## config.mk

```make
export PLATFORM = sky130hd
export DESIGN_NAME = tpu_tile_sequencer
export DESIGN_NICKNAME = d
export VERILOG_FILES = /design/src/rtl/tpu_seq_pkg.sv /design/src/rtl/valid_delay_line.sv /design/src/rtl/tpu_tile_sequencer.sv
export SDC_FILE = /design/constraint.sdc
export NUM_CORES = 1
export LEC_CHECK = 0
export ABC_AREA = 0
export CAP_MARGIN = 20
export CELL_PAD_IN_SITES_DETAIL_PLACEMENT = 2
export CELL_PAD_IN_SITES_GLOBAL_PLACEMENT = 2
export CORE_MARGIN = 3
export CORE_UTILIZATION = 36
export CTS_CLUSTER_DIAMETER = 200
export DETAILED_ROUTE_END_ITERATION = 6
export PLACE_DENSITY_LB_ADDON = 0.1
export SLEW_MARGIN = 20
export SYNTH_ARGS = -nofsm -noshare
export SYNTH_HDL_FRONTEND = slang
export SYNTH_SLANG_ARGS = --single-unit
```

## constraint.sdc

```tcl
create_clock -name clk -period 5.6 [get_ports clk]
set_input_delay 1.12 -clock clk [delete_from_list [all_inputs] [get_ports clk]]
set_output_delay 1.12 -clock clk [all_outputs]
set_load 0.1 [all_outputs]
```

## src/rtl/tpu_seq_pkg.sv

```systemverilog
// rtl/tpu_seq_pkg.sv - shared types and helpers for the TPU tile sequencer
package tpu_seq_pkg;

  typedef enum logic [2:0] {
    S_IDLE,
    S_WADDR,
    S_WLOAD,
    S_STREAM,
    S_DRAIN,
    S_DONE
  } seq_state_t;

  localparam int WLOAD_CYC = 2;

  // Cycles from a tile's WADDR to the cycle holding its last result write
  function automatic int tile_period(input int rows, input int array_lat);
    return WLOAD_CYC + rows + array_lat;
  endfunction

endpackage

```

## src/rtl/valid_delay_line.sv

```systemverilog
// rtl/valid_delay_line.sv - DEPTH-cycle 1-bit valid shift line with synchronous clear
module valid_delay_line #(
  parameter int DEPTH = 64
) (
  input  logic clk,
  input  logic clr,
  input  logic din,
  output logic dout
);

  if (DEPTH == 1) begin : g_one
    logic sr;
    always_ff @(posedge clk) begin
      if (clr) sr <= 1'b0;
      else     sr <= din;
    end
    assign dout = sr;
  end else begin : g_multi
    logic [DEPTH-1:0] sr;
    always_ff @(posedge clk) begin
      if (clr) sr <= '0;
      else     sr <= {sr[DEPTH-2:0], din};
    end
    assign dout = sr[DEPTH-1];
  end

endmodule

```

## src/rtl/tpu_tile_sequencer.sv

```systemverilog
// rtl/tpu_tile_sequencer.sv - multi-tile weight-load / stream / drain controller
module tpu_tile_sequencer
  import tpu_seq_pkg::*;
#(
  parameter int ADDR_W    = 10,
  parameter int W_ADDR_W  = 4,
  parameter int MAX_TILES = 16,
  parameter int MAX_ROWS  = 256,
  parameter int ARRAY_LAT = 64,
  parameter int TILE_W    = $clog2(MAX_TILES + 1),
  parameter int ROW_W     = $clog2(MAX_ROWS + 1)
) (
  input  logic                clk,
  input  logic                rst,
  input  logic                start,
  input  logic                abort,
  input  logic [TILE_W-1:0]   cfg_num_tiles,
  input  logic [ROW_W-1:0]    cfg_rows,
  input  logic [ADDR_W-1:0]   cfg_ub_base,
  input  logic [ADDR_W-1:0]   cfg_res_base,
  input  logic [W_ADDR_W-1:0] cfg_w_base,
  output logic                busy,
  output logic                done,
  output logic                cfg_err,
  output logic [W_ADDR_W-1:0] w_addr,
  output logic                w_load,
  output logic                ub_rd_en,
  output logic [ADDR_W-1:0]   ub_addr,
  output logic                res_we,
  output logic [ADDR_W-1:0]   res_addr,
  output logic [TILE_W-1:0]   tile_idx
);

  seq_state_t          state;
  logic [TILE_W-1:0]   num_tiles_q;
  logic [ROW_W-1:0]    rows_q;
  logic [W_ADDR_W-1:0] w_base_q;
  logic [ROW_W-1:0]    rd_cnt;
  logic [ROW_W-1:0]    wr_cnt;
  logic                abort_hit;
  logic                line_clr;

  assign abort_hit = abort && (state != S_IDLE);
  assign line_clr  = rst || abort_hit;

  valid_delay_line #(.DEPTH(ARRAY_LAT)) u_res_we_line (
    .clk  (clk),
    .clr  (line_clr),
    .din  (ub_rd_en),
    .dout (res_we)
  );

  always_ff @(posedge clk) begin
    if (rst) begin
      state       <= S_IDLE;
      busy        <= 1'b0;
      done        <= 1'b0;
      cfg_err     <= 1'b0;
      w_addr      <= '0;
      w_load      <= 1'b0;
      ub_rd_en    <= 1'b0;
      ub_addr     <= '0;
      res_addr    <= '0;
      tile_idx    <= '0;
      num_tiles_q <= '0;
      rows_q      <= '0;
      w_base_q    <= '0;
      rd_cnt      <= '0;
      wr_cnt      <= '0;
    end else if (abort_hit) begin
      state    <= S_IDLE;
      busy     <= 1'b0;
      done     <= 1'b0;
      cfg_err  <= 1'b0;
      w_load   <= 1'b0;
      ub_rd_en <= 1'b0;
      tile_idx <= '0;
      rd_cnt   <= '0;
      wr_cnt   <= '0;
    end else begin
      done    <= 1'b0;
      cfg_err <= 1'b0;
      w_load  <= 1'b0;
      // Both pointers advance after each strobe and run on across tiles
      if (ub_rd_en) ub_addr <= ub_addr + ADDR_W'(1);
      if (res_we) begin
        res_addr <= res_addr + ADDR_W'(1);
        wr_cnt   <= wr_cnt + ROW_W'(1);
      end

      case (state)
        S_IDLE: begin
          if (start && !abort) begin
            if (cfg_num_tiles == '0 || cfg_rows == '0) begin
              cfg_err <= 1'b1;
            end else begin
              num_tiles_q <= cfg_num_tiles;
              rows_q      <= cfg_rows;
              w_base_q    <= cfg_w_base;
              w_addr      <= cfg_w_base;
              ub_addr     <= cfg_ub_base;
              res_addr    <= cfg_res_base;
              tile_idx    <= '0;
              wr_cnt      <= '0;
              busy        <= 1'b1;
              state       <= S_WADDR;
            end
          end
        end
        S_WADDR: begin
          w_load <= 1'b1;
          state  <= S_WLOAD;
        end
        S_WLOAD: begin
          ub_rd_en <= 1'b1;
          rd_cnt   <= ROW_W'(1);
          state    <= S_STREAM;
        end
        S_STREAM: begin
          // rd_cnt counts reads already issued, including the current one
          if (rd_cnt == rows_q) begin
            ub_rd_en <= 1'b0;
            state    <= S_DRAIN;
          end else begin
            rd_cnt <= rd_cnt + ROW_W'(1);
          end
        end
        S_DRAIN: begin
          if (res_we && (wr_cnt == rows_q - ROW_W'(1))) begin
            wr_cnt <= '0;
            if (tile_idx == num_tiles_q - TILE_W'(1)) begin
              done  <= 1'b1;
              state <= S_DONE;
            end else begin
              tile_idx <= tile_idx + TILE_W'(1);
              w_addr   <= w_base_q + W_ADDR_W'(tile_idx + TILE_W'(1));
              state    <= S_WADDR;
            end
          end
        end
        S_DONE: begin
          busy  <= 1'b0;
          state <= S_IDLE;
        end
        default: state <= S_IDLE;
      endcase
    end
  end

endmodule

```

After elaboration in Yosys (flattened, before gate mapping)
Index checks and enable logic that the tools add are counted.
Storage, ports and cells
  flip-flop bits (word level): 137
  memories: 0
  bits in writable memories: 0
  bits in latches: 0
  memory bits (read-only): 0
Operators by class
  div/mod/pow operators: 0
  $mul: 0
  shifts and indexed selects: 0
  mux-type cells: 39
  magnitude comparators: 0
  bitwise operators: 6
  equal/unequal tests: 14
  add/sub/neg operators: 8
  reduce and logical (&&, ||, !) cells: 23
Operators by type and width (number)
  10-bit two-way mux: 8
  9-bit two-way mux: 5
  9-bit one-hot mux with 2 select lines: 2
  10-bit by 1-bit adder with 10-bit output, second input constant: 2
  5-bit two-way mux: 4
  9-bit by 1-bit adder with 9-bit output, second input constant: 2
  9-bit equality test: 2
  4-bit two-way mux: 4
  3-bit two-way mux: 5
  3-bit one-hot mux with 5 select lines: 1
  2-bit != test, second input constant: 6
  5-bit one-hot mux with 2 select lines: 1
  9-bit zero test: 1
  9-bit by 1-bit subtractor with 9-bit output, second input constant: 1
  4-bit one-hot mux with 2 select lines: 1
  4-bit AND reduction: 2
  4-bit OR reduction: 2
  3-bit by 2-bit equality test with 1-bit output, second input constant: 2
  3-bit equality test, second input constant: 2
  1-bit two-way mux: 6
  1-bit inverter: 6
  6-bit AND reduction: 1
  2-bit nonzero test: 3
  5-bit by 1-bit adder with 5-bit output, second input constant: 1
  other kinds (15): 20

Depth between registers and ports, before layout
  depth in word-level cells: 5
  gate-level depth with buffers: 12

Cells and area by module
From an unflattened synthesis, not the netlist that was laid out.
Unflattened totals
  cells, all modules: 650
  area total of the unflattened synthesis: 5967.0 µm²
By module, submodules not included
  tpu_tile_sequencer: area an instance 4048.9 µm², cells each 515, times used 1, seq. area each 1461.4 µm²
  valid_delay_line: area an instance 1918.1 µm², cells each 135, times used 1, seq. area each 1281.2 µm²

Least setup slack after synthesis
Ideal clock, no wire load.
  path type: in2reg
  start: input cfg_rows[3]
  end: register res_addr[6]
  buffers on the path: 1
  setup slack: 2.603 ns
  library setup time: 0.137 ns
  stages: 8
  required time: 5.463 ns
  arrival time: 2.860 ns
  path through: or4_1 nor4_1 nor4b_1 nand2_1 clkbuf_1 o21ai_0 a21oi_1 a211oi_1
On the way
  word-level cells in the longest chain between the ends: 5
Ends and longest elaborated chain
  start, declared: RTL line tpu_tile_sequencer.sv:18  | input logic [ROW_W-1:0] cfg_rows,
  9-bit zero test: RTL line tpu_tile_sequencer.sv:94  | if (cfg_num_tiles == '0 || cfg_rows == '0) begin
  1-bit logical OR: RTL line tpu_tile_sequencer.sv:94
  10-bit two-way mux: RTL line tpu_tile_sequencer.sv:94
  10-bit two-way mux: RTL line tpu_tile_sequencer.sv:93  | if (start && !abort) begin
  10-bit two-way mux: RTL line tpu_tile_sequencer.sv:91  | case (state)
  end signal, assigned: RTL line tpu_tile_sequencer.sv:87  | res_addr <= res_addr + ADDR_W'(1);
  end signal, assigned: RTL line tpu_tile_sequencer.sv:102  | res_addr <= cfg_res_base;
  end, declared: RTL line tpu_tile_sequencer.sv:30  | output logic [ADDR_W-1:0] res_addr,
No other way between the ends.
A chain may end at the register's enable or synchronous reset.

Worst setup path in the final report
  start: input cfg_rows[3]
  end: register wr_cnt[5]
On the way
  word-level cells in the longest chain between the ends: 5
Ends and longest elaborated chain
  9-bit zero test: RTL line tpu_tile_sequencer.sv:94
  1-bit logical OR: RTL line tpu_tile_sequencer.sv:94
  9-bit two-way mux: RTL line tpu_tile_sequencer.sv:94
  9-bit two-way mux: RTL line tpu_tile_sequencer.sv:93
  9-bit one-hot mux with 2 select lines: RTL line tpu_tile_sequencer.sv:91
  end signal, assigned: RTL line tpu_tile_sequencer.sv:88  | wr_cnt <= wr_cnt + ROW_W'(1);
  end, declared: RTL line tpu_tile_sequencer.sv:39  | logic [ROW_W-1:0] wr_cnt;
No other way between the ends.

==> results by group <==
Timing
  – Worst-Margin Slew: 1.16 ns
  – Fmax: 0.253 GHz
  – Setup violations, final: 0
  – Final Cycle Share: 70.6%
  – RSZ-0062 raised after global routing: false
  – Hold Fails Final Rpt: 0
  – Setup_tns: 0 ns
  – Fin Clk Skew: 0.00993 ns
  – Hold_ws: 0.428 ns
  – Final min period: 3.95 ns
  – Final Max Tran Viols: 0
  – Slew HR: 22.0%

Setup path
  – CP Launch Type: primary input
  – Crit path capture type: flop
  – Worst R2R Start: rows_q[0]$_SDFFE_PP0P_
  – Arr. time, crit path: 4.30 ns
  – Reg2Reg Depth: 9
  – Worst endpoint required time: 5.94 ns
  – RR Endpoint: w_addr[1]$_SDFFE_PP0P_
  – Crit Path Class: primary input to flop
  – Crit-path max FO: 26
  – Flop2flop setup slack: 2.06 ns

Yosys
  – Yosys warns: 0
  – Post-synthesis sequential element count: 137
  – Syn Nets: 708
  – Ys flop type: dfxtp_1
  – Async SR Flop Fraction: 0%
  – Synthesized area: 0.00584 mm²
  – Share of the synthesized area in the top cell type: 47.0%
  – Post-synthesis cell count: 655
  – Library cells used by synthesis: 57
  – Number of enable flip-flop cells after synthesis: 0
  – Largest cells by area after synthesis: dfxtp_1 47%, and2_1 7.1%, nand2_1 5.1%
  – Syn Area/Cell: 8.91 µm²
  – Seq/Total Area, Yosys: 47.0%
  – Largest area contributor in the netlist: dfxtp_1

Min path
  – Worst Hold Endpoint: u_res_we_line.g_multi.sr[32]$_SDFF_PP0_
  – Hold Path Cell Cnt: 1
  – Hold Crit Start: u_res_we_line.g_multi.sr[31]$_SDFF_PP0_
  – Path category of the worst min-delay check: flop to flop

Detailed routing
  – Drt via density: 5.23
  – Drt wl/cell: 18.7 µm
  – Drt pass-1 iters: 4
  – Remaining design rule violation count: 0
  – Initial DRC Count: 239
  – Vias: 4908
  – Total Routed Length: 17500 µm
  – Post-route ant nets: 0

Clock network
  – CTS tree: done
  – Postcts setup bufs: 0
  – # clock sinks: 137
  – Clock Pin Slew Worst Setup and Hold Paths: 0.06 ns
  – Inserted Clock Buffers: 17
  – CTS max path bufs: 2
  – Hold Buf Count CTS: 0
  – Clk root buf: clkbuf_16
  – Skew-Pair Late Insertion Delay: 0.42 ns
  – H-tree depth: 4
  – CTS resizes: 0

Floorplan
  – Die ar.: 0.0178 mm²
  – I/O Pins: 77
  – Cell Rows: 45
  – Die width: 133 µm
  – Starting Density: 37.6%
  – Die H: 133 µm
  – Core area: 0.0155 mm²

Global routing
  – Initial antenna violation count: 0
  – Total track usage: 20.2%
  – Largest net degree at the start of global routing: 59
  – GRT overflow: 0
  – Global-route wire length before repair: 28800 µm
  – Vias in the first global route: 5408

Run status
  – Outcome: finished clean

Pwr
  – Peak supply drop: 226 µV
  – Power per cell area: 374 mW/mm²
  – Leak: 2.80 nW

Final layout
  – Antenna diodes: 0
  – Final Non-Filler Cells: 938
  – Layout area overhead: 26.0%
  – Share of layout cells above drive strength 1: 7.02%
  – Final core utilization: 47.3%
  – Filler cells: 1701
  – Nets: 767
  – Final Cell Area: 0.00735 mm²

Placed design
  – Hpwl dp: 12100 µm
  – Placed insts: 906
  – Placed cell areas: 0.00674 mm²
  – Global placement routability congestion: 0.752
  – PortBufs: 76

Run
  – Max Cap Violations: 0
[Yosys cell counts, types with 2 or more instances]
cell	instances
and4_1	3
o41ai_1	2
a41oi_1	2
nor2b_1	3
inv_1	9
a2bb2oi_1	9
nand4_1	8
nand3b_1	5
nor3b_1	7
o21ai_1	2
and2_1	66
buf_2	5
xor2_1	31
nor4b_1	2
xnor2_1	13
or3_1	4
nand2b_1	7
o21ai_0	27
a31oi_1	2
clkbuf_1	33
and3_1	11
o21ba_2	2
a21oi_1	50
a311oi_1	3
o211ai_2	2
a2111oi_0	2
mux2i_1	3
nand3_1	13
a211oi_1	4
nor3_1	13
buf_1	2
a221oi_1	4
o31ai_1	6
dfxtp_1	137
nor4_1	3
nor2_1	45
nand2_1	79
or4_1	3
a21o_1	4
ha_1	10
a22oi_1	3
[final cells by class]
type,instances,area (µm²),area share (%)
multi-input cells,468,2900,39.5
clock buffers,19,433,5.89
flip-flops and latches,137,2740,37.3
well taps,211,264,3.59
inverters,9,33.8,0.460
clock inverters,13,180,2.45
repair buffers,81,793,10.8
[how the worst max path moves through the flow]
| stage | depth (start not counted) | endpoint | start | slack (ns) |
|---|---|---|---|---|
| 2_1_floorplan | 8 | res_addr[6]$_SDFFE_PP0N_ | cfg_rows[3] | 2.60 |
| 4_1_cts | 7 | wr_cnt[5]$_SDFF_PP0_ | cfg_rows[3] | 1.64 |
| 6_report | 7 | wr_cnt[5]$_SDFF_PP0_ | cfg_rows[3] | 1.65 |
| 5_1_grt | 7 | wr_cnt[8]$_SDFF_PP0_ | cfg_rows[4] | 1.29 |
| 3_3_place_gp | 8 | res_addr[7]$_SDFFE_PP0N_ | cfg_rows[3] | 1.43 |
| 3_5_place_dp | 7 | wr_cnt[8]$_SDFF_PP0_ | cfg_rows[4] | 1.24 |
[power breakdown]
group	total [mW]	leakage, nW	switching [mW]	internal (mW)
combinational	0.508	1.39	0.349	0.159
clock	1.17	0.300	0.459	0.715
sequential	1.07	1.11	0.0547	1.01
[registers in the layout, summed over array words and instances, names as in the netlist]
name                      cells
u_res_we_line.g_multi.sr     64
res_addr                     10
ub_addr                      10
rd_cnt                        9
rows_q                        9
wr_cnt                        9
num_tiles_q                   5
tile_idx                      5
w_addr                        4
w_base_q                      4
state                         3
busy                          1
cfg_err                       1
done                          1
ub_rd_en                      1
w_load                        1
[logic make-up after synthesis]
kind of cell | after synthesis | share of synthesized area [%]
and+or+nand+nor | 277 | 24.7
DFF | 137 | 47.0
AOI/OAI and AO/OA | 132 | 15.0
buffers and inverters | 50 | 3.45
xor gates and xnor gates | 45 | 6.88
adders and majority gates | 11 | 2.49
muxes | 3 | 0.515
[per-layer routing]
layer  vias to the layer above  GRT usage (%)  wire length, µm
met5                         -              0                0
met1                      2454           25.1             7840
met2                        70           35.2             8950
met4                         0           6.57              296
li1                       2366              -                -
met3                        18           3.78              456
[placed cells by master (no fill, tap or decap), types with 4 or more instances in the layout]
| master | n |
|---|---|
| nand3_1 | 13 |
| nand4_1 | 8 |
| a221oi_1 | 4 |
| xnor2_1 | 13 |
| nor2_1 | 44 |
| o21ai_0 | 27 |
| nor3_1 | 12 |
| buf_4 | 5 |
| ha_1 | 10 |
| a21oi_1 | 50 |
| inv_6 | 7 |
| clkbuf_16 | 17 |
| nor3b_1 | 7 |
| nand3b_1 | 5 |
| or3_1 | 4 |
| nand2b_1 | 7 |
| a211oi_1 | 4 |
| and2_1 | 66 |
| xor2_1 | 31 |
| o31ai_1 | 6 |
| clkdlybuf4s50_1 | 75 |
| a2bb2oi_1 | 9 |
| a21o_1 | 4 |
| dfxtp_1 | 137 |
| nand2_1 | 79 |
| inv_1 | 9 |
| and3_1 | 11 |
[critical path, stage by stage]
cell             delay [ns]
clkdlybuf4s50_1        0.42
or4_1                  0.53
nor4_1                 0.53
nor4b_1                0.23
nand2_1                0.83
o211ai_2               0.43
nor2_1                 0.21
[per-stage QoR]
stage	setup WS, ns	total power [mW]
5_1_grt	1.29	2.87
3_5_place_dp	1.24	1.59
6_report	1.65	2.75
2_1_floorplan	2.60	1.44
4_1_cts	1.64	2.78
3_3_place_gp	1.43	1.57
Note: power is estimated with default switching activity, not from simulation.
